**src/rtl/mult_arbiter.sv**
```systemverilog
// mult_arbiter
//   Four-way round-robin arbiter in front of one shared multi-cycle
//   multiplier. A requester is granted in IDLE, its operands are latched,
//   the multiplier is started, and the owner gets either a done pulse with
//   the product in `result` or an err pulse if the multiplier never
//   reports busy.
//
// Ports
//   clk       in   single clock, rising edge
//   rst       in   synchronous active-low reset
//   req       in   [3:0]    request level per requester
//   op_a      in   [4*W-1:0] operand A, requester i at [i*W +: W]
//   op_b      in   [4*W-1:0] operand B, requester i at [i*W +: W]
//   gnt       out  [3:0]    one-hot owner, 0 when idle
//   done      out  [3:0]    one-cycle result-valid pulse to owner
//   err       out  [3:0]    one-cycle timeout pulse to owner
//   result    out  [2W-1:0] product register, held until next capture
//   busy      out  high whenever not idle
//   mul_en    out  start strobe to the multiplier
//   mul_a/b   out  [W-1:0]  latched operands to the multiplier
//   mul_r     in   [2W-1:0] multiplier product
//   mul_busy  in   multiplier busy flag
//
// state | meaning
// ------+---------------------------------------------------------------
// IDLE  | no owner; arbitrate among req, gnt = 0
// START | mul_en high; wait for mul_busy, time out after TMO cycles
// WAIT  | multiplier running; leave on first cycle mul_busy = 0
// CAPT  | result holds the product; done pulses to owner, then IDLE

module mult_arbiter #(
    parameter int W   = 16,
    parameter int TMO = 15
) (
    input  logic             clk,
    input  logic             rst,
    input  logic [3:0]       req,
    input  logic [4*W-1:0]   op_a,
    input  logic [4*W-1:0]   op_b,
    output logic [3:0]       gnt,
    output logic [3:0]       done,
    output logic [3:0]       err,
    output logic [2*W-1:0]   result,
    output logic             busy,
    output logic             mul_en,
    output logic [W-1:0]     mul_a,
    output logic [W-1:0]     mul_b,
    input  logic [2*W-1:0]   mul_r,
    input  logic             mul_busy
);

    localparam int CW = (TMO < 1) ? 1 : $clog2(TMO + 1);

    localparam logic [1:0] ST_IDLE  = 2'd0;
    localparam logic [1:0] ST_START = 2'd1;
    localparam logic [1:0] ST_WAIT  = 2'd2;
    localparam logic [1:0] ST_CAPT  = 2'd3;

    logic [1:0]     state_q,  state_d;
    logic [1:0]     owner_q,  owner_d;
    logic [1:0]     last_q,   last_d;
    logic [3:0]     gnt_q,    gnt_d;
    logic [3:0]     err_q,    err_d;
    logic [2*W-1:0] result_q, result_d;
    logic [W-1:0]   mul_a_q,  mul_a_d;
    logic [W-1:0]   mul_b_q,  mul_b_d;
    logic [CW-1:0]  cnt_q,    cnt_d;

    logic [1:0]     pick;
    logic           pick_valid;
    logic [1:0]     idx;

    // Round-robin pick: first set req bit starting just after the last owner.
    always_comb begin
        pick       = 2'd0;
        pick_valid = 1'b0;
        idx        = 2'd0;
        for (int k = 1; k <= 4; k++) begin
            idx = last_q + 2'(k);
            if (!pick_valid && req[idx]) begin
                pick       = idx;
                pick_valid = 1'b1;
            end
        end
    end

    always_comb begin
        state_d  = state_q;
        owner_d  = owner_q;
        last_d   = last_q;
        gnt_d    = gnt_q;
        err_d    = 4'b0000;
        result_d = result_q;
        mul_a_d  = mul_a_q;
        mul_b_d  = mul_b_q;
        cnt_d    = cnt_q;

        case (state_q)
            ST_IDLE: begin
                if (pick_valid) begin
                    owner_d = pick;
                    gnt_d   = 4'b0001 << pick;
                    mul_a_d = op_a[pick*W +: W];
                    mul_b_d = op_b[pick*W +: W];
                    // Timeout is a down-counter; terminal count is 1.
                    cnt_d   = CW'(TMO);
                    state_d = ST_START;
                end
            end
            ST_START: begin
                if (mul_busy) begin
                    state_d = ST_WAIT;
                end else if (cnt_q <= CW'(1)) begin
                    err_d   = gnt_q;
                    gnt_d   = 4'b0000;
                    last_d  = owner_q;
                    cnt_d   = '0;
                    state_d = ST_IDLE;
                end else begin
                    cnt_d = cnt_q - CW'(1);
                end
            end
            ST_WAIT: begin
                // Product is latched on entry to CAPT so it is already
                // visible in the same cycle as the done pulse.
                if (!mul_busy) begin
                    result_d = mul_r;
                    state_d  = ST_CAPT;
                end
            end
            ST_CAPT: begin
                gnt_d   = 4'b0000;
                last_d  = owner_q;
                cnt_d   = '0;
                state_d = ST_IDLE;
            end
            default: begin
                gnt_d   = 4'b0000;
                state_d = ST_IDLE;
            end
        endcase
    end

    always_ff @(posedge clk) begin
        if (!rst) begin
            state_q  <= ST_IDLE;
            owner_q  <= 2'd0;
            last_q   <= 2'd3;
            gnt_q    <= 4'b0000;
            err_q    <= 4'b0000;
            result_q <= '0;
            mul_a_q  <= '0;
            mul_b_q  <= '0;
            cnt_q    <= '0;
        end else begin
            state_q  <= state_d;
            owner_q  <= owner_d;
            last_q   <= last_d;
            gnt_q    <= gnt_d;
            err_q    <= err_d;
            result_q <= result_d;
            mul_a_q  <= mul_a_d;
            mul_b_q  <= mul_b_d;
            cnt_q    <= cnt_d;
        end
    end

    assign gnt    = gnt_q;
    assign err    = err_q;
    assign result = result_q;
    assign mul_a  = mul_a_q;
    assign mul_b  = mul_b_q;
    assign busy   = (state_q != ST_IDLE);
    assign mul_en = (state_q == ST_START);
    assign done   = (state_q == ST_CAPT) ? gnt_q : 4'b0000;

endmodule

```
**config.mk**
```make
export PLATFORM = sky130hd
export DESIGN_NAME = mult_arbiter
export DESIGN_NICKNAME = d
export VERILOG_FILES = /design/src/rtl/mult_arbiter.sv
export SDC_FILE = /design/constraint.sdc
export NUM_CORES = 1
export LEC_CHECK = 0
export BUFFER_PORTS_ARGS = -buffer_cell sky130_fd_sc_hd__buf_4
export CAP_MARGIN = 20
export CORE_ASPECT_RATIO = 0.9
export CORE_MARGIN = 1.5
export CORE_UTILIZATION = 45
export CTS_BUF_LIST = sky130_fd_sc_hd__clkbuf_2 sky130_fd_sc_hd__clkbuf_4 sky130_fd_sc_hd__clkbuf_8
export DETAILED_ROUTE_END_ITERATION = 10
export GPL_ROUTABILITY_DRIVEN = 0
export GPL_TIMING_DRIVEN = 0
export PLACE_DENSITY = 0.81
export SETUP_SLACK_MARGIN = 0.4
export SYNTH_ARGS = -nofsm -noshare
export SYNTH_HDL_FRONTEND = slang
export SYNTH_SLANG_ARGS = --single-unit
```
**constraint.sdc**
```tcl
create_clock -name clk -period 2.03 [get_ports clk]
set_input_delay 0.203 -clock clk [delete_from_list [all_inputs] [get_ports clk]]
set_output_delay 0.203 -clock clk [all_outputs]
set_load 0.05 [all_outputs]
```
==> impl_metrics.yaml, run 1 <==
synthesis:
  synth_area_um2: 4350
  ys.flop_type: "dfxtp_1"
  synth.top_cells.by_area: "dfxtp_1 38%, nand2_1 11%, mux2i_1 6.7%"
  synth.most_common_cell: "nand2_1"
  synthDistinctLibCells: 46
  yosys.area.top_type_share_pct: 37.7
  yosysWarnings: 0
  syn_inst: 528
  synth_fp_nets: 697
  synthTopCellsByCount: "127 x nand2_1, 82 x dfxtp_1, 36 x a21boi_0"
  synth_edf_count: 0
  syn_avg_cell_area_um2: 8.24
  async_flop_share_pct: 0
  synth-seq-cells: 82
  ys_seq_area_share_pct: 37.7
  synth_area_leader_cell: "dfxtp_1"
drt:
  final_antenna_net_count: 0
  vias: 4888
  wire_per_inst_um: 16.0
  via_per_inst: 5.25
  drt_first_pass_iters: 5
  dr.first_iter.drc_count: 290
  finalWirelength_um: 14900
  drc: 0
min_path:
  hp-start: "op_b[63]"
  whs_endpoint: "mul_b[15]"
  hold_path_class: "input pin to flip-flop"
  holdPathStages: 3
die:
  fp.dieH_um: 96.3
  initial_core_util_pct: 47.0
  io-pin-count: 245
  die_area_um2: 10300
  rows: 33
  core_area_um2: 9250
  die_w_um: 107
critical_path:
  arrival_ns: 1.94
  crit_type: "flip-flop to flip-flop"
  cp-start-kind: "flip-flop"
  r2r_cells: 7
  rr_startpoint: "last_q[1]"
  critPathMaxFanout: 6
  ff2ff_setup_slack_ns: 0.32
  crit_path_end_kind: "flip-flop"
  r2r-end: "mul_b[0]"
  cp.required_ns: 2.26
global_routing:
  grt_overflow: 0
  use_met3_pct: 6.64
  antenna_found_initial: 0
  grt_pass1_vias: 4582
  met1_usage_pct: 31.7
  busiest_layer: "met2"
  grt_max_degree: 17
  grt_first_pass_wirelength_um: 22200
  use_met2_pct: 50.4
  track_usage_pct: 27.5
clock_network:
  cts_root_buf: "clkbuf_8"
  cts_tree: "yes"
  cts_hold_buf: 0
  insertion_delay_ns: 0.36
  htreeDepth: 3
  cts_sinks: 82
  cts_buffer_depth: 2
  cts_buffers: 9
  path_clk_slew_ns: 0.10
power_and_ir_drop:
  p_sw_share_pct: 38.9
  p_sw_mw: 2.15
  power.density_nw_per_um2: 795
  power.share.clock_pct: 22.9
  ir_drop_uv: 445
  seqPwrFrac_pct: 34.7
  p_comb_share_pct: 42.4
  leakagePower_nw: 3.17
  p_int_mw: 3.37
timing:
  worst_slew_pin_slew_ns: 0.543
  rsz0062_at_grt: "yes"
  final_hold_viol_count: 0
  relSlewSlack_pct: 63.8
  finalSetupViolCount: 0
  min_period_ns: 1.71
  setup_tns_ns: 0
  worst_slack_ns: 0.321
  hold_ws_ns: 0.101
  slew_violations: 0
  max_freq_mhz: 585
  post-route-period-util_pct: 84.2
  worst_clock_skew_ns: 0.0165
placement:
  portBuffers: 242
  place_worst_setup_slack_ns: -0.0440
  hpwlAfterDp_um: 11400
layout:
  multiInputGateArea_um2: 2530
  regArea_um2: 1650
  syn2layout_area_growth_pct: 59.5
  fin_nets: 973
  drive_gt1_share_pct: 42.6
  fill_cells: 717
  antenna_cells: 0
run:
  max_cap_viol_count: 0
outcome:
  run_status: "completed"
area by class of cell:
type                    instances  area share [%]
flip-flops and latches         82            23.8
repair buffers                265            29.4
clock buffers                   9            1.79
plain buffers                  44            4.49
inverters                      13           0.703
multi-input cells             389            36.4
well taps                     122            2.20
clock inverters                 7            1.19
worst max path at each step:
stage | startpoint | endpoint | slack [ns] | cells after the start
floorplan | last_q[1] | mul_a[10] | 0.41 | 7
global placement | flip-flop | mul_b[4] | -0.003 | 6
detailed placement | flip-flop | mul_b[4] | -0.04 | 6
CTS | last_q[1] | mul_a[4] | 0.32 | 7
global route | last_q[1] | mul_b[13] | 0.27 | 7
finish | last_q[1] | mul_b[0] | 0.32 | 7
metrics by stage:
stage	utilization (%)	area, um^2	power, mW	instances
3_5_place_dp	68.4	6330	4.04	892
4_1_cts	74.1	6850	5.46	929
6_report	75.0	6940	5.51	931
2_1_floorplan	-	4360	3.28	528
5_1_grt	75.0	6940	5.78	931
3_3_place_gp	68.4	6330	3.99	892
power by group through the flow:
| stage | clock (mW) | combinational (mW) | sequential [mW] |
|---|---|---|---|
| global placement | 0 | 2.07 | 1.92 |
| finish | 1.26 | 2.34 | 1.91 |
| floorplan | 0 | 0.844 | 2.44 |
| CTS | 1.29 | 2.27 | 1.90 |
| global route | 1.37 | 2.48 | 1.93 |
| detailed placement | 0 | 2.10 | 1.93 |
critical path, stage by stage (launching register included):
cell and delay, ns:
dfxtp_4 0.37, o21bai_1 0.15, a311o_1 0.34, buf_6 0.16, buf_6 0.12, a221o_1 0.32, nand2_1 0.06, o21ai_1 0.07
sequential cells by signal (all words and copies together), names as in the netlist, named ones only:
register and cells:
result 32, owner_q 2, mul_a 16, cnt_q 4
state_q 1, mul_b 16, err 4, last_q 2
gnt 4
logic make-up (layout without fill, tap and decap cells):
| logic type | after synthesis | after routing | synth area share, % |
|---|---|---|---|
| AOI/OAI and AO/OA | 172 | 172 | 29.2 |
| adders and majority gates | 2 | 2 | 0.575 |
| buffers and inverters | 57 | 338 | 6.50 |
| DFF | 82 | 82 | 37.7 |
| muxes | 35 | 35 | 8.23 |
| and+or+nand+nor | 180 | 180 | 17.8 |
timing repair:
action	CTS	global route
buffers inserted	18	1
resized for setup	46	32
gates cloned	3	1
setup endpoints to repair	79	77
pin swaps	58	8
placed cells by master (no fill, tap or decap), drive strengths merged, types with 18 or more instances in the layout:
master  instances
nand2         127
mux2i          29
dfxtp          82
buf           286
a21boi         37
o21ai          49
nor2           18
o21a           29
clkbuf         32
a221o          26
layer usage:
metal | wire length [um] | up-vias
met3 | 1190 | 18
met4 | 212 | 0
met5 | 0 | -
li1 | - | 2401
met1 | 5950 | 2267
met2 | 7590 | 202
Power figures use the tool's default switching activity.
==> inputs of run 2 (changes only) <==
clock period = 1.6 ns   (was 2.03 ns; I/O delays follow)
==> run 2 against run 1 <==
Against the previous run:
- the run now ends with setup timing left
- total power grew 33%
- final cell count increased by 2.4%
- wire length is 22% higher
- via count increased by 6.9%
- die area unchanged
- sequential power grew 29%
- critical path type unchanged
- critical endpoint is now mul_b[10]
- highest routed layer unchanged
==> impl_metrics.yaml, run 2 (synthesized netlist as in run 1, its figures left out) <==
layout:
  fill_cells: 533
  final_area_um2: 7870
  antenna_cells: 0
  syn2layout_area_growth_pct: 80.9
  layout_common_cells: "262 x buf_4, 94 x nand2_1, 75 x dfxtp_1"
  largest_reg_flops: 32
  regArea_um2: 1660
  multiInputGateArea_um2: 2980
  drive_gt1_share_pct: 53.8
  fin_nets: 995
  layout_commonest_cell: "buf_4"
critical_path:
  crit_type: "flip-flop to flip-flop"
  arrival_ns: 1.96
  cp-startpoint: "last_q[1]"
  crit_path_end_kind: "flip-flop"
  cp-start-kind: "flip-flop"
  critPathMaxFanout: 6
  cp.required_ns: 1.85
  rr_startpoint: "last_q[1]"
outcome:
  violations: "setup timing"
  run_status: "complete, but fails checks"
global_routing:
  grt_first_pass_wirelength_um: 23700
  grt_overflow: 0
  grt_max_degree: 17
  track_usage_pct: 29.6
  antenna_found_initial: 0
  grt_pass1_vias: 4861
timing:
  finalSetupViolCount: 32
  post-route-period-util_pct: 107
  slew_violations: 0
  worst_slack_ns: -0.112
  relSlewSlack_pct: 58.1
  worst_clock_skew_ns: 0.0131
  max_freq_mhz: 584
  setup_tns_ns: -2.18
  final_hold_viol_count: 0
  rsz0062_at_grt: "yes"
  min_period_ns: 1.71
  worst_slew_pin_slew_ns: 0.628
clock_network:
  htreeDepth: 3
  cts_root_buf: "clkbuf_8"
  cts_buffers: 9
  path_clk_slew_ns: 0.10
  cts_tree: "yes"
  cts_hold_buf: 0
  cts_buffer_depth: 2
  insertion_delay_ns: 0.36
  cts_sinks: 82
power_and_ir_drop:
  ir_drop_uv: 611
  power.density_nw_per_um2: 933
  leakagePower_nw: 3.50
die:
  rows: 33
  fp.dieH_um: 96.3
  die_area_um2: 10300
  core_area_um2: 9250
  io-pin-count: 245
  die_w_um: 107
  initial_core_util_pct: 47.0
run:
  max_cap_viol_count: 0
placement:
  dpl-instance-area_um2: 6570
  portBuffers: 242
  hpwlAfterDp_um: 11600
drt:
  met1_length_um: 6550
  via_per_inst: 5.48
  finalWirelength_um: 18200
  drt_first_pass_iters: 5
  top_layer: "met4"
  dr_wl_met2_um: 9620
  drc: 0
  dr.first_iter.drc_count: 294
  wire_per_inst_um: 19.1
  final_antenna_net_count: 0
  vias: 5224
  route.met3.wl_um: 1580
min_path:
  hp-start: "mul_r[26]"
  hold_path_class: "input pin to flip-flop"
run 2: cell count changes in the layout (fill, tap and decap cells not counted), sizes merged:
cell / change
clkinv: +1
bufinv: -1
clkbuf: +5
buf: +17
run 2: final cells by class:
class,count,share of cell area (%)
Buffer,44,6.36
Clock buffer,9,1.57
Multi-Input combinational cell,389,37.9
Clock inverter,7,0.732
Tap cell,122,1.94
Timing Repair Buffer,287,29.8
Inverter,13,0.684
Sequential cell,82,21.1
run 2: through the flow:
stage          worst slack, ns  hold slack, ns  utilization, %  power [mW]  cells
6_report                -0.112          0.0494            85.1        7.34    953
5_1_grt                 -0.183          0.0509            85.1        7.60    953
4_1_cts                -0.0761          0.0402            81.2        7.05    946
3_5_place_dp            -0.250           0.429            71.0        5.27    892
3_3_place_gp            -0.219           0.417            71.0        5.21    892
2_1_floorplan           0.0486           0.299               -        4.30    528
run 2: repair_timing:
action,4_1_cts,5_1_grt
pin swaps,69,46
gates cloned,4,1
gates resized for setup,146,71
endpoints found under the setup margin,86,88
setup buffers,34,6
run 2: path summary, 6_finish.rpt:
check | to | depth (start not counted) | slack, ns
max | mul_b[10] | 7 | -0.11
min | result[26] | 3 | 0.05
max reg2reg | mul_b[10] | 7 | -0.11
min reg2reg | result[31] | 2 | 0.48
run 2: routing by layer:
metal	GRT usage, %	vias up
met5	0	-
met4	10.1	0
met3	7.38	45
met2	55.5	279
met1	32.8	2443
li1	-	2457
run 2: power breakdown:
group / leakage, nW / total [mW] / internal [mW] / switching (mW)
registers: 0.675 / 2.46 / 2.28 / 0.186
logic: 2.74 / 3.41 / 1.52 / 1.89
clock network: 0.0886 / 1.47 / 0.590 / 0.883
total: 3.50 / 7.34 / 4.39 / 2.96
run 2: worst max-delay path, stage by stage, from the launching register on:
cell,delay (ns)
dfxtp_4,0.37
o21bai_1,0.16
a311o_1,0.33
buf_6,0.16
buf_8,0.13
a221o_1,0.35
nand2_1,0.06
o21ai_1,0.05
==> inputs of run 3 (changes only) <==
CORE_UTILIZATION = 46   (was 45)
PLACE_DENSITY = 0.83   (was 0.81)
==> run 3 against run 2 <==
Against the previous run:
- the run still ends with setup timing left
- wire length rose by 0.48%
- clock skew fell by 0.0026 ns
- highest routed layer unchanged
- clock power rose by 40%
==> impl_metrics.yaml, run 3 (synthesized netlist as in run 1, its figures left out) <==
critical_path:
  critPathMaxFanout: 10
  crit_type: "flip-flop to flip-flop"
  path_cells: "and3b_1, a311o_1, buf_6, buf_6, a221o_1, nand2_1, o21ai_1"
  crit_slowest_cell: "dfxtp_2"
  critical_path.most_common_cell: "buf_6"
  ff2ff_setup_slack_ns: -0.14
  crit_family: "compound AO/OA/AOI/OAI gates"
  cp.required_ns: 1.86
  cp-start-kind: "flip-flop"
  cp-startpoint: "last_q[1]"
  crit_path_end_kind: "flip-flop"
  rr_startpoint: "last_q[1]"
  critPathBufInv: 2
  critPathMaxStageDelay_ns: 0.36
  arrival_ns: 1.99
layout:
  layout_common_cells: "261 x buf_4, 95 x nand2_1, 73 x dfxtp_1"
  drive_gt1_share_pct: 54.0
  antenna_cells: 0
  layout_commonest_cell: "buf_4"
  syn2layout_area_growth_pct: 79.5
  largest_reg_flops: 32
  finalNonFillerCells: 946
  fin_nets: 988
  utilization_pct: 85.2
  fill_cells: 513
timing:
  min_period_ns: 1.74
  slew_violations: 0
  worst_slew_pin_slew_ns: 0.652
  worst_slack_ns: -0.136
  relSlewSlack_pct: 56.5
  max_freq_mhz: 576
  rsz0062_at_grt: "yes"
  worst_clock_skew_ns: 0.0106
  final_hold_viol_count: 0
  hold_ws_ns: 0.0453
  finalSetupViolCount: 31
  post-route-period-util_pct: 109
  setup_tns_ns: -2.08
placement:
  place_inst: 892
  hpwlAfterDp_um: 11500
  portBuffers: 242
die:
  initial_core_util_pct: 47.4
  die_area_um2: 10000
  rows: 33
  die_w_um: 105
  fp.dieH_um: 95.2
  io-pin-count: 245
  core_area_um2: 9170
global_routing:
  track_usage_pct: 32.0
  grt_first_pass_wirelength_um: 24900
  grt_pass1_vias: 5051
  grt_max_degree: 15
  grt_overflow: 0
  antenna_found_initial: 0
clock_network:
  cts_tree: "yes"
  htreeDepth: 3
  cts_buffers: 9
  cts_buffer_depth: 2
  cts_root_buf: "clkbuf_8"
  cts_sinks: 82
  cts_hold_buf: 0
  insertion_delay_ns: 0.37
  path_clk_slew_ns: 0.09
power_and_ir_drop:
  power_mw: 7.80
  ir_drop_uv: 516
  leakagePower_nw: 3.47
  power.density_nw_per_um2: 999
drt:
  drt_first_pass_iters: 6
  dr.first_iter.drc_count: 397
  final_antenna_net_count: 0
  wire_per_inst_um: 19.3
  vias: 5290
  finalWirelength_um: 18300
  via_per_inst: 5.59
  drc: 0
run:
  max_cap_viol_count: 0
min_path:
  hold_path_class: "input pin to flip-flop"
  hp-start: "mul_r[25]"
outcome:
  violations: "setup timing"
  run_status: "complete, but fails checks"
## run 3: path summary, 6_finish.rpt
kind | endpoint | cells past startpoint
worst max-delay path | mul_a[10] | 7
worst min-delay path | result[25] | 3
worst max register to register | mul_a[10] | 7
worst min register to register | last_q[1] | 2
## run 3: metal layers
metal  vias to the layer above  wire length (um)  GRT usage [%]
met2                       275              9460           60.2
met1                      2519              6690           34.7
met3                        55              1530           9.30
met4                         0               619           10.7
li1                       2441                 -              -
met5                         -                 0              0
## run 3: where the power goes
group / switching (mW) / total [mW] / internal, mW / leakage (nW)
Sequential: 0.181 / 2.46 / 2.28 / 0.676
Combinational: 1.86 / 3.28 / 1.42 / 2.66
Clock: 0.835 / 2.06 / 1.22 / 0.134
Total: 2.88 / 7.80 / 4.92 / 3.47
## run 3: stage by stage
step	worst slack [ns]	area, um^2
after detailed placement	-0.241	6570
after global placement	-0.237	6570
after floorplan	0.0486	4600
after CTS	-0.0917	7460
after global routing	-0.187	7810
final	-0.136	7810
## run 3: worst min-delay path: stages
cell      delay (ns)
buf_4           0.11
nand2_1         0.06
a21boi_2        0.05
## run 3: cell type report
| type | count | area, um^2 | area share [%] |
|---|---|---|---|
| inverter | 13 | 56.3 | 0.721 |
| clock buffer | 10 | 131 | 1.68 |
| buffer | 44 | 437 | 5.59 |
| clock inverter | 6 | 138 | 1.76 |
| tap | 122 | 153 | 1.96 |
| multi-input combinational | 389 | 2990 | 38.3 |
| sequential | 82 | 1660 | 21.2 |
| timing repair buffer | 280 | 2240 | 28.7 |
## run 3: repair_timing
action | in CTS | in global routing
buffers inserted | 26 | 9
hold endpoints to repair | 0 | 0
gates resized for setup | 138 | 74
setup endpoints to repair | 86 | 91
gates cloned | 3 | 0
pin swaps | 84 | 18
